<file path="src/rtl/mrd_source_stream.sv">
// Source streamer: reads dftpts result samples in address order, emits a sop/eop framed stream.
// Latency: first beat valid 3 cycles after start, then one beat per cycle while ready is held.
// Backpressure: reads are credited against a 2-entry buffer; at most one read issues after ready drops.
module mrd_fifo #(
    parameter int W     = 8,
    parameter int DEPTH = 2
) (
    input  logic                         clk,
    input  logic                         rst,
    input  logic                         push,
    input  logic [W-1:0]                 push_dat,
    input  logic                         pop,
    output logic [W-1:0]                 rd_dat,
    output logic                         empty,
    output logic [$clog2(DEPTH+1)-1:0]   cnt
);
    // Generic FIFO: push/pop in the same cycle allowed, head visible combinationally.
    // Latency: 1 cycle from push to head. Backpressure: push into a full FIFO without pop is dropped.
    localparam int PW = (DEPTH > 1) ? $clog2(DEPTH) : 1;
    localparam int CW = $clog2(DEPTH + 1);

    logic [W-1:0]  mem [DEPTH];
    logic [PW-1:0] wr_ptr;
    logic [PW-1:0] rd_ptr;
    logic          full;
    logic          do_push;
    logic          do_pop;

    function automatic logic [PW-1:0] ptr_inc(input logic [PW-1:0] p);
        return (p == PW'(DEPTH - 1)) ? '0 : p + 1'b1;
    endfunction

    assign empty   = (cnt == '0);
    assign full    = (cnt == CW'(DEPTH));
    assign do_pop  = pop & ~empty;
    assign do_push = push & (~full | do_pop);
    assign rd_dat  = mem[rd_ptr];

    always_ff @(posedge clk) begin
        if (do_push) begin
            mem[wr_ptr] <= push_dat;
        end
    end

    always_ff @(posedge clk) begin
        if (rst) begin
            wr_ptr <= '0;
            rd_ptr <= '0;
            cnt    <= '0;
        end else begin
            if (do_push) begin
                wr_ptr <= ptr_inc(wr_ptr);
            end
            if (do_pop) begin
                rd_ptr <= ptr_inc(rd_ptr);
            end
            case ({do_push, do_pop})
                2'b10:   cnt <= cnt + 1'b1;
                2'b01:   cnt <= cnt - 1'b1;
                default: cnt <= cnt;
            endcase
        end
    end
endmodule

module mrd_source_stream #(
    parameter int DW = 18,
    parameter int AW = 12
) (
    input  logic          clk,
    input  logic          rst,
    input  logic          start,
    input  logic [11:0]   dftpts,
    input  logic          inverse,
    output logic          rd_en,
    output logic [AW-1:0] rd_addr,
    input  logic [DW-1:0] rd_real,
    input  logic [DW-1:0] rd_imag,
    output logic          source_valid,
    input  logic          source_ready,
    output logic          source_sop,
    output logic          source_eop,
    output logic [DW-1:0] source_real,
    output logic [DW-1:0] source_imag,
    output logic [11:0]   source_dftpts,
    output logic          source_inverse,
    output logic          source_ongoing,
    output logic          done
);
    typedef enum logic [1:0] {
        IDLE  = 2'd0,
        RUN   = 2'd1,
        DRAIN = 2'd2
    } state_t;

    typedef struct packed {
        logic          sop;
        logic          eop;
        logic [DW-1:0] re;
        logic [DW-1:0] im;
    } beat_t;

    state_t        state;
    state_t        state_nxt;
    logic [11:0]   dftpts_q;
    logic          inverse_q;
    logic [AW-1:0] rd_cnt;
    logic [AW-1:0] rd_addr_q;
    logic [AW-1:0] last_addr;
    logic          rd_vld_q;
    logic          start_acc;
    logic          pop;
    logic          fifo_push;
    logic          fifo_empty;
    logic [1:0]    fifo_cnt;
    logic [2:0]    occ;
    beat_t         push_dat;
    beat_t         head;

    assign last_addr = AW'(dftpts_q - 12'd1);
    assign pop       = source_valid & source_ready;
    // Buffered plus in-flight beats; a read may issue only if its data is sure to find a free slot.
    assign occ       = {1'b0, fifo_cnt} + {2'b00, rd_vld_q};

    always_comb begin
        state_nxt = state;
        rd_en     = 1'b0;
        start_acc = 1'b0;
        case (state)
            IDLE: begin
                if (start && (dftpts != 12'd0)) begin
                    start_acc = 1'b1;
                    state_nxt = RUN;
                end
            end
            RUN: begin
                rd_en = (occ < (3'd2 + {2'b00, pop}));
                if (rd_en && (rd_cnt == last_addr)) begin
                    state_nxt = DRAIN;
                end
            end
            DRAIN: begin
                if (pop && head.eop) begin
                    state_nxt = IDLE;
                end
            end
            default: state_nxt = IDLE;
        endcase
    end

    always_ff @(posedge clk) begin
        if (rst) begin
            state <= IDLE;
        end else begin
            state <= state_nxt;
        end
    end

    always_ff @(posedge clk) begin
        if (rst) begin
            dftpts_q  <= '0;
            inverse_q <= 1'b0;
            rd_cnt    <= '0;
            rd_vld_q  <= 1'b0;
            rd_addr_q <= '0;
            done      <= 1'b0;
        end else begin
            if (start_acc) begin
                dftpts_q  <= dftpts;
                inverse_q <= inverse;
                rd_cnt    <= '0;
            end else if (rd_en) begin
                rd_cnt <= rd_cnt + 1'b1;
            end
            rd_vld_q  <= rd_en;
            rd_addr_q <= rd_cnt;
            done      <= pop & head.eop;
        end
    end

    assign fifo_push = rd_vld_q;
    assign push_dat  = {rd_addr_q == '0, rd_addr_q == last_addr, rd_real, rd_imag};

    mrd_fifo #(
        .W     ($bits(beat_t)),
        .DEPTH (2)
    ) u_fifo (
        .clk      (clk),
        .rst      (rst),
        .push     (fifo_push),
        .push_dat (push_dat),
        .pop      (pop),
        .rd_dat   (head),
        .empty    (fifo_empty),
        .cnt      (fifo_cnt)
    );

    // Beat fields are forced to zero while nothing is buffered so idle outputs match reset values.
    assign source_valid   = ~fifo_empty;
    assign source_sop     = source_valid & head.sop;
    assign source_eop     = source_valid & head.eop;
    assign source_real    = source_valid ? head.re : '0;
    assign source_imag    = source_valid ? head.im : '0;
    assign source_dftpts  = dftpts_q;
    assign source_inverse = inverse_q;
    assign source_ongoing = (state != IDLE);
    assign rd_addr        = rd_cnt;
endmodule

</file>
<file path="config.mk">
export PLATFORM = sky130hd
export DESIGN_NAME = mrd_source_stream
export DESIGN_NICKNAME = d
export VERILOG_FILES = /design/src/rtl/mrd_source_stream.sv
export SDC_FILE = /design/constraint.sdc
export NUM_CORES = 1
export LEC_CHECK = 0
export BUFFER_PORTS_ARGS = -buffer_cell sky130_fd_sc_hd__buf_2
export CORE_ASPECT_RATIO = 0.8
export CORE_MARGIN = 4
export CORE_UTILIZATION = 50
export DETAILED_ROUTE_END_ITERATION = 16
export GPL_TIMING_DRIVEN = 0
export HOLD_SLACK_MARGIN = 0.08
export PLACE_DENSITY = 0.81
export SLEW_MARGIN = 20
export SYNTH_ARGS = -nofsm -noshare
export SYNTH_HDL_FRONTEND = slang
export SYNTH_SLANG_ARGS = --single-unit
</file>
<file path="constraint.sdc">
create_clock -name clk -period 3.3 [get_ports clk]
set_input_delay 0.33 -clock clk [delete_from_list [all_inputs] [get_ports clk]]
set_output_delay 0.33 -clock clk [all_outputs]
set_load 0.01 [all_outputs]
</file>
### Word-level counts from Yosys, hierarchy flattened

Memory sizes are Yosys's and may differ from the RTL's. A register that Yosys moved wholly into a read port is not among the register bits.
Cells that the tools add are included.

| storage, ports and cells | value |
|---|---|
| bits in registers | 45 |
| memories | 1 |
| output and inout port bits | 67 |
| word-level logic and storage cells | 66 |
| bits in writable memories | 76 |
| input port bits | 53 |

| cells by class | value |
|---|---|
| bitwise logic cells | 9 |
| reductions and logical operators | 11 |
| muxes and demuxes | 16 |
| equality and inequality tests | 10 |
| $lt $le $gt $ge | 1 |
| add/sub/neg operators | 8 |

Memory list:

| memory | depth | bits a word | read ports | clocked after memory_dff | write ports | line | source |
|---|---|---|---|---|---|---|---|
| u_fifo.mem | 2 | 38 | 1 | 1 | 1 | 22 | `logic [W-1:0] mem [DEPTH];` |

Operators by type and width:

| cell | number |
|---|---|
| $mux 18 | 2 |
| $eq 12x12->1 | 2 |
| $add 12x1->12 const B | 1 |
| $logic_not 12->1 | 1 |
| $reduce_bool 12->1 | 1 |
| $sub 12x1->12 const B | 1 |
| $mux 1 | 9 |
| $and 1x1->1 | 6 |
| $eq 2x2->1 const B | 3 |
| $mux 2 | 3 |
| $ne 2x2->1 const B | 3 |
| $pmux 2 s3 | 1 |
| $eq 2x1->1 const B | 2 |
| $logic_not 2->1 | 2 |
| $pmux 2 s2 | 1 |
| $reduce_bool 2->1 | 2 |
| $add 2x1->3 | 1 |
| $add 2x1->3 const A | 1 |
| $logic_and 1x1->1 | 3 |
| $lt 3x3->1 | 1 |
| $reduce_and 3->1 | 1 |
| $add 1x1->1 const B | 2 |
| $add 2x1->2 const B | 1 |
| $not 1->1 | 2 |
| other kinds (3) | 3 |

### Longest topological paths before layout

| logic depth | value |
|---|---|
| depth in word-level cells | 8 |
| depth in mapped cells | 10 |
| gate-level depth less buffers | 9 |

### Hierarchy

Synthesis repeated with hierarchy kept, for this count alone.

| unflattened totals | value |
|---|---|
| cell total of the unflattened synthesis | 450 |
| area, all modules | 5,562.8 µm² |

Modules (own cells, without submodules):

| module | cells an instance | times used | seq. area each (µm²) | area an instance (µm²) |
|---|---|---|---|---|
| mrd_fifo | 148 | 1 | 2,382.3 | 3,001.6 |
| mrd_source_stream | 302 | 1 | 820.8 | 2,561.2 |

### Worst setup path after synthesis

No wires, ideal clock.

| timing path | value |
|---|---|
| path type | register to register |
| start | reg u_fifo.cnt[0] |
| end | mem u_fifo.mem[0][0] in the netlist's numbering, enable pin |
| arrival | 2,199 ps |
| slack | 668 ps |
| stages on the path, launching flop included | 3 |
| path buffers | 0 |
| clock period less this slack | 2,632 ps |
| data required time | 2,867 ps |
| library setup time | 433 ps |
| cells stage by stage | dfxtp_1 -> o31ai_1 -> nor2_1 |

| on the way | value |
|---|---|
| word-level cells in the longest chain between the ends | 8 |
| elaborated cells between the ends (all ways) | 10 |
| classes of those cells | 1 x eq/ne; 2 x mux; 6 x bitwise; 1 x reduce/logical |

RTL lines:

| element | line | source |
|---|---|---|
| start, declared | 15 | `output logic [$clog2(DEPTH+1)-1:0] cnt` |
| start signal, assigned | 58 | `2'b10: cnt <= cnt + 1'b1;` |
| start signal, assigned | 59 | `2'b01: cnt <= cnt - 1'b1;` |
| start signal, assigned | 60 | `default: cnt <= cnt;` |
| $logic_not 2->1 | 33 | `assign empty = (cnt == '0);` |
| $not 1->1 | 35, 199 |  |
| $and 1x1->1 | 121 | `assign pop = source_valid & source_ready;` |
| $and 1x1->1 | 35 | `assign do_pop = pop & ~empty;` |
| $or 1x1->1 * | 36 | `assign do_push = push & (~full \| do_pop);` |
| $and 1x1->1 * | 36 |  |
| $mux 1 * | 40 | `if (do_push) begin` |
| $mux 1 (implied by the code) * | 41 | `mem[wr_ptr] <= push_dat;` |
| end, declared | 22 |  |

Every way passes the cells marked *; elsewhere a longest branch is shown, timed or not.

==> results.py <==
metrics = {
    "placed_design": {
        "placed_cells": 702,
        "place_ws_ns": 0.514,
        "dp_hpwl_mm": 8.88,
        "place_area_um2": 6080,
        "io_buffers": 118,
        "gp_congestion": 0.923,
    },
    "power_and_ir_drop": {
        "power_frac_comb": 0.245,
        "ir_drop_mv": 0.502,
        "power.share.switching": 0.295,
        "p_sw_mw": 1.41,
        "power.share.clock": 0.385,
        "p_leak_nw": 2.62,
        "internal_power_mw": 3.38,
        "power.total_mw": 4.80,
        "pwr-share-seq": 0.371,
        "pwr_density_cell_nw_per_um2": 718,
    },
    "cts": {
        "ctsHoldBuffers": 0,
        "cts_buffer_depth": 2,
        "post_cts_resized": 0,
        "clock_latency_ns": 0.41,
        "cts.clk_slew.worst_paths_ns": 0.06,
        "postCtsSetupRepairBufs": 0,
        "clkSinkCount": 122,
        "numCtsBuffers": 17,
        "cts_tree": "built",
        "htree_levels": 4,
        "ctsRootBufferMaster": "clkbuf_16",
    },
    "outcome": {
        "outcome": "completed",
    },
    "final_layout": {
        "fillerInstances": 810,
        "design_area_um2": 6680,
        "final_util": 0.652,
        "stdcell_count": 734,
        "diodes": 0,
        "area.growth.synth_to_final_pct": 27.1,
        "drive_gt1_frac": 0.279,
        "nNetsFinal": 639,
    },
    "drt": {
        "drt-wirelength-per-cell_um": 16.5,
        "num_vias": 3870,
        "avgViaCountPerCell": 5.27,
        "ant_nets": 0,
        "wirelength_mm": 12.1,
        "met2_length_mm": 6.03,
        "drt_pass1_iterations": 5,
        "route.detailed.drc": 0,
        "met1_length_mm": 5.06,
        "route.met3.wl_um": 836,
        "drt_iter0_drc": 219,
        "top_layer": "met4",
    },
    "setup_path": {
        "rrSetupSlack_ns": 0.47,
        "timing.rr.start": "source_dftpts[0]",
        "ff2ff_path_depth": 10,
        "cp_slowest_cell": "nor4_1",
        "end_kind": "register",
        "crit_family": "simple AND/OR/NAND/NOR gates",
        "cp_cell_sequence": "buf_2 > inv_1 > ha_1 > nand2b_1 > nor3_4 > and2_2 > or2_1 > a211oi_1 > a31oi_1 > nor4_1",
        "worstPathMaxFanout": 7,
        "critPathLaunchType": "register",
        "worst_ep_arrival_time_ns": 2.96,
        "crit_buf_inv": 2,
        "required_ns": 3.43,
        "max_stage_delay_ns": 0.53,
        "crit_type": "register to register",
        "r2r-end": "u_fifo.mem[0][36]",
    },
    "flow_run": {
        "maxCapViolCount": 0,
    },
    "yosys": {
        "ys_ff_latch": 122,
        "netlist_instances": 442,
        "ys_seq_area_frac": 0.609,
        "synth_area_leaders": "edfxtp_1 43%, dfxtp_1 18%, mux2i_1 9.9%",
        "synth_top_area_share": 0.434,
        "async_flop_share": 0,
        "ys_types": 47,
        "synth_edf_count": 76,
        "yosysTopAreaCell": "edfxtp_1",
        "ys_warn_count": 0,
        "syn_avg_cell_area_um2": 11.9,
        "synth_area_um2": 5260,
        "ys.flop_type": "edfxtp_1",
        "synth_nets": 500,
    },
    "sta": {
        "tightest_slew_ns": 0.953,
        "report.final.slew_viol_count": 0,
        "finClkSkew_ns": 0.00659,
        "finalSetupTns_ns": 0,
        "max_freq_mhz": 353,
        "fin_crit_sh": 0.858,
        "fin_ws_ns": 0.468,
        "relSlewSlack": 0.359,
        "finalHoldWorstSlack_ns": 0.110,
        "period_minus_slack_ns": 2.83,
        "hold_viol": 0,
        "rsz0062_at_grt": "no",
        "finalSetupViolCount": 0,
    },
    "die": {
        "fp.dieW_um": 123,
        "die_h_um": 99.7,
        "num_rows": 33,
        "core_area_um2": 10200,
        "dieArea_um2": 12200,
        "ios": 120,
        "floorplan.initialDensity": 0.513,
    },
    "global_routing": {
        "grt_pass1_vias": 3916,
        "grt_overflow": 0,
        "grt_usage": 0.209,
        "antenna_found_initial": 0,
        "grt_max_degree": 26,
        "grt_pass1_wl_mm": 19.3,
    },
    "hold_path": {
        "hold_depth": 1,
        "worst_hold_path.endpoint": "u_fifo.mem[0][29]",
        "min-delay-start": "rd_real[11]",
        "hold_path.class": "input port to register",
    },
}
-- cell type report --
class | count | area (um^2) | area share
tap | 140 | 175 | 0.0262
multi-input combinational | 285 | 1930 | 0.288
clock inverter | 15 | 176 | 0.0264
buffer | 23 | 97.6 | 0.0146
sequential | 122 | 3200 | 0.480
inverter | 12 | 45.0 | 0.00674
timing repair buffer | 120 | 631 | 0.0944
clock buffer | 17 | 425 | 0.0637
-- power by group through the flow --
stage               sequential, mW  clock, mW  combinational, mW
CTS                           1.78       1.87               1.19
detailed placement            1.81          0               1.18
finish                        1.78       1.84               1.17
floorplan                     1.80          0              0.758
global placement              1.81          0               1.14
global route                  1.79       1.93               1.29
-- metal layers --
layer,up-vias,global-route usage
met2,126,0.338
met3,16,0.0591
li1,1851,-
met1,1877,0.265
met5,-,0
met4,0,0.0852
-- worst max-delay path by stage --
stage,start,to,slack [ns],cells past startpoint
after CTS,source_dftpts[0],u_fifo.mem[0][36],0.50,10
after detailed placement,source_dftpts[0],u_fifo.mem[0][36],0.51,10
final,source_dftpts[0],u_fifo.mem[0][36],0.47,10
after global routing,source_dftpts[0],u_fifo.mem[1][36],0.27,10
after global placement,u_fifo.cnt[0],u_fifo.mem[0][11],-0.17,2
after floorplan,u_fifo.cnt[0],u_fifo.mem[0][0],0.67,2
-- kinds of logic (layout without fill, tap and decap cells) --
family                   after synthesis  in the layout  share of synthesized area
XOR/XNOR                              41             41                     0.0683
AO/OA/AOI/OAI                         35             35                     0.0412
multiplexers                          52             52                     0.0990
AND/OR/NAND/NOR                      152            152                      0.143
flip-flops                           122            122                      0.609
buffers and inverters                 35            187                     0.0271
adder cells (fa/ha/maj)                5              5                     0.0119
-- worst reg2reg max path: stages (launching register included) --
cell      delay, ns
dfxtp_1        0.32
buf_2          0.20
inv_1          0.06
ha_1           0.26
nand2b_1       0.31
nor3_4         0.09
and2_2         0.23
or2_1          0.22
a211oi_1       0.25
a31oi_1        0.08
nor4_1         0.53
-- flip-flops by register name, summed over array words and instances, names as in the netlist, named ones only --
register / cells
u_fifo.mem: 76
rd_addr_q: 12
u_fifo.rd_ptr: 1
fifo_push: 1
source_dftpts: 12
u_fifo.cnt: 2
done: 1
u_fifo.wr_ptr: 1
source_inverse: 1
state: 2
rd_addr: 12
-- cells in the mapped netlist (4+ instances only) --
cell type and count:
xnor2_1 26, buf_1 4, o21ai_0 11, nor2_1 81
clkbuf_1 15, nand2_1 11, nor4_1 11, nor2b_1 10
dfxtp_1 46, a21oi_1 7, nand4_1 6, mux2i_1 52
nand3_1 4, a31oi_1 5, ha_1 5, edfxtp_1 76
or3_1 5, inv_1 12, xor2_1 15
-- cell usage in the layout (no fill, tap or decap), drive strengths merged, types with 2 or more instances in the layout --
master    instances
buf             128
nor2             82
edfxtp           76
mux2i            52
dfxtp            46
clkbuf           32
xnor2            26
xor2             15
inv              13
o21ai            12
nor4             11
nand2            11
nor2b            10
a21oi             7
clkinv            7
nand4             6
or3               6
nor3              6
a31oi             5
ha                5
nand3             4
clkinvlp          4
nand2b            3
and3              3
bufinv            3
or2               3
a211oi            2
o211ai            2
and2              2
(Power assumes the default switching activity.)
